<file path="src/rtl/if_program_loader_if.sv">
// if_program_loader_if: byte stream into the loader and instruction memory write port out of it.
interface if_program_loader_if #(
  parameter int NB_INST = 32,
  parameter int NB_ADDR = 32
);
  logic               i_rx_valid;
  logic [7:0]         i_rx_data;
  logic               o_rx_ready;
  logic               o_write;
  logic [NB_ADDR-1:0] o_address;
  logic [NB_INST-1:0] o_instruction;
  modport master (
    input  i_rx_valid, i_rx_data,
    output o_rx_ready, o_write, o_address, o_instruction
  );
  modport slave (
    output i_rx_valid, i_rx_data,
    input  o_rx_ready, o_write, o_address, o_instruction
  );
endinterface

</file>
<file path="src/rtl/if_program_loader.sv">
// if_program_loader: assembles MSB-first bytes into words and writes them to instruction memory until HALT.
// Optional LOADER_CHECKSUM_EN adds a trailing XOR checksum byte check after HALT.
module if_program_loader #(
  parameter int NB_INST   = 32,
  parameter int NB_ADDR   = 32,
  parameter int MEM_DEPTH = 256
) (
  input  logic               i_clk,
  input  logic               i_reset,
  input  logic               i_start,
  if_program_loader_if.master bus,
  output logic               o_busy,
  output logic               o_done,
  output logic               o_error,
  output logic [NB_ADDR-1:0] o_words
);
`ifdef LOADER_CHECKSUM_EN
  typedef enum logic [2:0] {IDLE, RECV, WRITE, DONE, ERROR, CHECK} state_t;
  logic [7:0] sum;
`else
  typedef enum logic [2:0] {IDLE, RECV, WRITE, DONE, ERROR} state_t;
`endif
  state_t state, state_nx;
  logic [1:0] cnt;
  logic [NB_INST-9:0] word;
  logic [NB_INST-1:0] instruction;
  logic [NB_ADDR-1:0] address, words;
  logic accept, last, halt, full, start_load;
  assign accept     = bus.i_rx_valid && bus.o_rx_ready;
  assign last       = cnt == 2'd3;
  assign halt       = instruction == '0;
  assign full       = address == NB_ADDR'(MEM_DEPTH - 1);
  assign start_load = i_start && (state == IDLE || state == DONE || state == ERROR);
  always_comb begin
    state_nx = state;
    case (state)
      IDLE, DONE, ERROR: state_nx = i_start ? RECV : state;
      RECV:              state_nx = accept && last ? WRITE : RECV;
`ifdef LOADER_CHECKSUM_EN
      WRITE:             state_nx = halt ? CHECK : full ? ERROR : RECV;
      CHECK:             state_nx = !accept ? CHECK : bus.i_rx_data == sum ? DONE : ERROR;
`else
      WRITE:             state_nx = halt ? DONE : full ? ERROR : RECV;
`endif
      default:           state_nx = IDLE;
    endcase
  end
`ifdef LOADER_CHECKSUM_EN
  assign bus.o_rx_ready = state == RECV || state == CHECK;
`else
  assign bus.o_rx_ready = state == RECV;
`endif
  assign bus.o_write       = state == WRITE;
  assign bus.o_address     = address;
  assign bus.o_instruction = instruction;
  assign o_busy            = state == RECV || state == WRITE;
  assign o_done            = state == DONE;
  assign o_error           = state == ERROR;
  assign o_words           = words;
  // instruction is loaded only on the 4th byte so it stays stable while the next word assembles
  always_ff @(posedge i_clk or posedge i_reset)
    if (i_reset) begin
      state       <= IDLE;
      cnt         <= '0;
      word        <= '0;
      instruction <= '0;
      address     <= '0;
      words       <= '0;
`ifdef LOADER_CHECKSUM_EN
      sum         <= '0;
`endif
    end else begin
      state <= state_nx;
      if (start_load) begin
        cnt     <= '0;
        address <= '0;
        words   <= '0;
`ifdef LOADER_CHECKSUM_EN
        sum     <= '0;
`endif
      end
      if (accept && state == RECV) begin
        word <= {word[NB_INST-17:0], bus.i_rx_data};
        cnt  <= cnt + 2'd1;
`ifdef LOADER_CHECKSUM_EN
        sum  <= sum ^ bus.i_rx_data;
`endif
        if (last) instruction <= {word, bus.i_rx_data};
      end
      if (state == WRITE) begin
        address <= address + 1'b1;
        words   <= words + 1'b1;
        cnt     <= '0;
      end
    end
endmodule

</file>
<file path="src/flat_wrapper.sv">
// flat-port wrapper written by rule: the top's interface ports become plain ports
module if_program_loader_flat 
#(
  parameter int NB_INST   = 32,
  parameter int NB_ADDR   = 32,
  parameter int MEM_DEPTH = 256
)
  (i_clk, i_reset, i_start, o_busy, o_done, o_error, o_words, bus_i_rx_valid, bus_i_rx_data, bus_o_rx_ready, bus_o_write, bus_o_address, bus_o_instruction);
  if_program_loader_if #(.NB_INST(NB_INST), .NB_ADDR(NB_ADDR)) bus_i ();
  input  logic i_clk;
  input  logic i_reset;
  input  logic i_start;
  output logic o_busy;
  output logic o_done;
  output logic o_error;
  output logic [NB_ADDR-1:0] o_words;
  input wire logic [$bits(bus_i.i_rx_valid)-1:0] bus_i_rx_valid;
  input wire logic [$bits(bus_i.i_rx_data)-1:0] bus_i_rx_data;
  output wire logic [$bits(bus_i.o_rx_ready)-1:0] bus_o_rx_ready;
  output wire logic [$bits(bus_i.o_write)-1:0] bus_o_write;
  output wire logic [$bits(bus_i.o_address)-1:0] bus_o_address;
  output wire logic [$bits(bus_i.o_instruction)-1:0] bus_o_instruction;
  assign bus_i.i_rx_valid = bus_i_rx_valid;
  assign bus_i.i_rx_data = bus_i_rx_data;
  assign bus_o_rx_ready = bus_i.o_rx_ready;
  assign bus_o_write = bus_i.o_write;
  assign bus_o_address = bus_i.o_address;
  assign bus_o_instruction = bus_i.o_instruction;
  if_program_loader #(.NB_INST(NB_INST), .NB_ADDR(NB_ADDR), .MEM_DEPTH(MEM_DEPTH)) u_core (.i_clk(i_clk), .i_reset(i_reset), .i_start(i_start), .bus(bus_i), .o_busy(o_busy), .o_done(o_done), .o_error(o_error), .o_words(o_words));
endmodule
</file>
<file path="config.mk">
export PLATFORM = sky130hd
export DESIGN_NAME = if_program_loader_flat
export DESIGN_NICKNAME = d
export VERILOG_FILES = /design/src/rtl/if_program_loader_if.sv /design/src/rtl/if_program_loader.sv /design/src/flat_wrapper.sv
export SDC_FILE = /design/constraint.sdc
export NUM_CORES = 1
export LEC_CHECK = 0
export CORE_MARGIN = 5
export CORE_UTILIZATION = 50
export DETAILED_ROUTE_END_ITERATION = 10
export PLACE_DENSITY = 0.78
export SLEW_MARGIN = 15
export SYNTH_ARGS = -nofsm -noshare
export SYNTH_HDL_FRONTEND = slang
export SYNTH_SLANG_ARGS = --single-unit
</file>
<file path="constraint.sdc">
create_clock -name i_clk -period 5.3 [get_ports i_clk]
set_clock_uncertainty 0.05 [all_clocks]
set_input_delay 1.06 -clock i_clk [delete_from_list [all_inputs] [get_ports i_clk]]
set_output_delay 1.06 -clock i_clk [all_outputs]
set_load 0.01 [all_outputs]
</file>
* Word-level counts from Yosys, hierarchy flattened
Index checks and enable logic that the tools add are counted.
** Word-level totals
- Register bits after elaboration :: 125
- Input port bits :: 12
- Word-level logic and storage cells :: 40
** Cells by class
- $add $sub $neg :: 3
- Eq/ne operators :: 7
- Muxes and demuxes :: 11
- Reductions and logical operators :: 13
** Operator list (number)
- $mux W32 :: 3
- $add A32 B1 Y32 const B :: 2
- $eq A32 B8 Y1 const B :: 1
- $logic_not A32 Y1 :: 1
- $mux W3 :: 3
- $pmux W3 S3 :: 1
- $mux W2 :: 4
- $eq A3 B2 Y1 const B :: 2
- $logic_and A1 B1 Y1 :: 4
- $eq A3 B1 Y1 const B :: 1
- $eq A3 B3 Y1 const B :: 1
- $logic_not A3 Y1 :: 1
- $logic_or A1 B1 Y1 :: 3
- $reduce_bool A3 Y1 :: 1
- $reduce_or A3 Y1 :: 1
- $add A2 B1 Y2 const B :: 1
- $eq A2 B2 Y1 const B :: 1
- $ne A2 B2 Y1 const B :: 1
- $reduce_and A2 Y1 :: 1
- $reduce_bool A2 Y1 :: 1

* Logic depth before layout (Yosys ltp)
- Depth in word-level cells :: 7
- Gate-level depth with buffers :: 6
- Gate-level depth less buffers :: 5

* Worst setup path before layout
OpenSTA, ideal clock, no wires.
- Path type :: reg-to-output
- From :: register u_core.state[1]
- To :: output port o_busy
- Arrival time :: 1284 ps
- Data required time :: 4190 ps
- Slack :: 2906 ps
- Cell stages (with the launch flop) :: 5
- Buffers on the path :: 2
- Cell sequence :: dfrtp_1 or3b_1 buf_6 clkbuf_1 nand2b_1
** On the way
- Cells in the longest elaborated chain, start to end :: 2
- Elaborated cells on any way between the ends :: 3
- Classes of those cells :: eq/ne (2); reduce/logical (1)
** Ends and longest elaborated chain
- start, declared :: RTL line if_program_loader.sv:23 : state_t state, state_nx;
- start signal, assigned :: RTL line if_program_loader.sv:73 : state <= state_nx;
- $eq A3 B1 Y1 or $eq A3 B2 Y1 (tied branches) :: RTL line if_program_loader.sv:56 : assign o_busy = state == RECV || state == WRITE;
- $logic_or A1 B1 Y1 (*) :: RTL line if_program_loader.sv:56
- end, declared :: RTL line flat_wrapper.sv:13 : output logic o_busy;
Mark *: on every way between the ends. The rest lies on a longest branch, timed or not.

* Final worst setup path
Ends and elaborated chain as after synthesis.

==> summary.txt <==
Detailed routing
  – Routed len/inst: between 15 and 20 um
  – Initial DRC Count: 297
  – Via count: approximately 4,500
  – Total detailed-routing wirelength: 13,810 um
  – Via density: just under 6
  – Detailed Routing Iterations Pass 1: 4
  – Post-route ant nets: 0
  – DRC Markers: 0

Worst setup path
  – Critical Path RT: ~4200 ps
  – Critical R2R Capture: u_core.bus.o_address[25]$_DFFE_PP0P_
  – Worst R2R Setup Slack: 2880 ps
  – Critical Path Source: u_core.state[1]$_DFFE_PP0P_
  – CP Capture Type: output pin
  – Worst r2r src: u_core.state[1]$_DFFE_PP0P_
  – Startpoint Class: flop
  – Worst Setup EP: o_busy
  – Crit path kind: flop to output pin
  – FF-to-FF path depth: 5
  – Largest fanout on the critical path: 26
  – Crit path DAT: roughly 2200 ps

Clock tree
  – TritonCTS Sinks: between 100 and 150
  – Clock Latency Late Sink: between 400 and 500 ps
  – Post-CTS Hold Buffers: 0
  – CTS tree: done
  – Reg clk slew, reported paths: 60 ps
  – Root Buffer: clkbuf_16
  – Post-CTS setup buffers: 0
  – Clk buf depth: 2
  – Number of H-tree levels: 4
  – Total CTS buffers: 17
  – Post-cts sizing count: 0

Global routing
  – Grt total ovfl: 0
  – Initial antenna violation count: 0
  – Largest net degree at the start of global routing: 54
  – Wire length of the first global-routing pass: 23,650 um
  – Vias in the first global route: 4,686
  – All-layer global routing usage: roughly a fifth

Timing
  – Slew margin rel.: a little over a quarter
  – Period utilization: 62.36%
  – Slew Limit Fails: 0
  – RSZ-0062 raised after global routing: false
  – Final setup margin: roughly 2000 ps
  – TNS Setup: 0 ps
  – Final Hold Violating Endpoints: 0
  – Count of final setup violators: 0
  – Worst Tran Pin Value: 1087 ps
  – Post-route minimum period: 3305 ps
  – Highest Clock Rate: 302.5 MHz

Logic synthesis
  – Count leader, synth: dfrtp_1
  – Async S/R FF share, synth: 100.0%
  – Synth top area share: a little over half
  – Cells after Synth: 501
  – Post-synth top area cell: dfrtp_1
  – Syn Area/Cell: 11.57 um2
  – Syn_nets: 516
  – Sequential area share after synthesis: 53.98%
  – Ys flop type: dfrtp_1
  – Dominant cells by area after synthesis: dfrtp_1, mux2_2, mux2i_1
  – Count of flip-flops with a built-in enable after synthesis: 0
  – Post-synthesis instance area: 5794 um2
  – Synth unique cells: 45
  – Synth warn: 0
  – Synth top cells by count: dfrtp_1, nand2_1, mux2_2
  – Synth Register Bits: 125

Place
  – Placed cells: 739
  – IO Port Bufs: ~110
  – Placer Congestion: 0.8436
  – Dpl ws: 2436 ps
  – Final HPWL DP: 9607 um

Pwr
  – Psw: 0.001060 W
  – Switching power share of the total: 30.30%
  – Pwr Density: ~460 nW/um2
  – Tot Pwr: 0.003498 W
  – IR drop worst, VDD: 0.4046 mV
  – Part of the power in combinational logic: 26.6%
  – Cell-internal power: 0.002438 W
  – Seq pwr share: about two fifths
  – Share of total power in the clock network: between 30% and 40%
  – LEAKAGE: about 3.4 nW

Final layout
  – Area growth syn-to-layout: 31.76%
  – Fillers: 870
  – Post-layout instance count excluding filler cells: roughly 770
  – Fraction of layout cells with a size suffix above 1: roughly 17%
  – NumNets Final: 630
  – Antenna Cells: 0

Floorplanning
  – Die area: between 10,000 and 15,000 um2
  – Starting Density: about half
  – Num rows: 39
  – IO Count: 113
  – Core footprint: 11,370 um2
  – Die W: 117.7 um
  – Die height: about 120 um

Run status
  – Result of the run: completed

Flow run
  – Max-cap violation count: 0

Hold path
  – Worst hold-check path type: flop to flop
## layout by cell type, fill, tap and decap left out, drive strengths merged, types with 7 or more instances in the layout
cell | synthesis | final
mux2 | 56 | 56
clkbuf | 15 | 17
dfrtp | 125 | 125
and4 | 7 | 7
nand3 | 37 | 37
nor4 | 21 | 21
o21ai | 13 | 13
clkinv | 1 | 10
nand2 | 68 | 68
clkdlybuf4s50 | 0 | 112
and3 | 9 | 9
nand4 | 33 | 33
mux2i | 43 | 43
## logic make-up (layout without fill, tap and decap cells)
| group | after synthesis | after routing | share of synthesized area [%] |
|---|---|---|---|
| and+or+nand+nor | 208 | 208 | 20.02 |
| DFF | 125 | 125 | 53.98 |
| muxes | 99 | 99 | 18.31 |
| AOI/OAI and AO/OA | 37 | 37 | 4.621 |
| buffers and inverters | 27 | 154 | 2.116 |
| adders and majority gates | 3 | 3 | 0.6479 |
| xor gates and xnor gates | 2 | 2 | 0.3024 |
## critical path, stage by stage, from the launching register on
cell             delay (ps)
dfrtp_1                 490
or3b_1                  400
buf_4                   240
nand2b_1                100
clkdlybuf4s50_1         540
## final cells by class
| class | count | area (um2) | area share [%] |
|---|---|---|---|
| timing repair buffer | 117 | 1159 | 15.18 |
| inverter | 5 | 21.27 | 0.2786 |
| clock inverter | 15 | 167.7 | 2.196 |
| tap | 143 | 178.9 | 2.343 |
| multi-input combinational | 349 | 2555 | 33.46 |
| clock buffer | 17 | 425.4 | 5.572 |
| sequential | 125 | 3128 | 40.97 |
## metrics by stage
step                      util [%]  cell area, um2  hold WS (ps)
after floorplan                  -            5794         417.4
after global placement       61.93            7042         417.7
after detailed placement     61.93            7042         444.0
after CTS                    67.15            7635         457.0
after global routing         67.15            7635         475.1
final                        67.15            7635         457.0
## worst min-delay path by stage
| stage | startpoint | to | slack (ps) | cells after the start |
|---|---|---|---|---|
| floorplan | u_core.cnt[0]$_DFFE_PP0P_ | u_core.cnt[0]$_DFFE_PP0P_ | 420 | 1 |
| global placement | u_core.o_words[31]$_DFFE_PP0P_ | u_core.o_words[31]$_DFFE_PP0P_ | 420 | 1 |
| detailed placement | u_core.word[16]$_DFFE_PP0P_ | u_core.bus.o_instruction[24]$_DFFE_PP0P_ | 440 | 1 |
| CTS | u_core.word[17]$_DFFE_PP0P_ | u_core.word[17]$_DFFE_PP0P_ | 460 | 1 |
| global route | u_core.word[17]$_DFFE_PP0P_ | u_core.bus.o_instruction[25]$_DFFE_PP0P_ | 480 | 1 |
| finish | u_core.word[16]$_DFFE_PP0P_ | u_core.word[16]$_DFFE_PP0P_ | 460 | 1 |
## metal layers
layer	vias up	GRT usage, %	part of all wire, %
met3	22	6.583	6.1
met1	2220	26.89	43
met2	125	32.36	49
li1	2098	-	-
met4	0	8.674	2.0
met5	-	0	0
## flip-flops by register name (all words and copies together), names as in the netlist
signal,cells
u_core.bus.o_address,32
u_core.state,3
u_core.bus.o_instruction,32
u_core.o_words,32
u_core.word,24
u_core.cnt,2
## power by group through the flow
stage          registers [W]  logic, W  clock network, W
6_report             0.00142  0.000931           0.00115
3_3_place_gp         0.00141  0.000909                 0
2_1_floorplan        0.00143  0.000457                 0
4_1_cts              0.00142  0.000947           0.00116
3_5_place_dp         0.00143  0.000938                 0
5_1_grt              0.00145   0.00101           0.00121
Note: power is estimated with default switching activity, not from simulation.
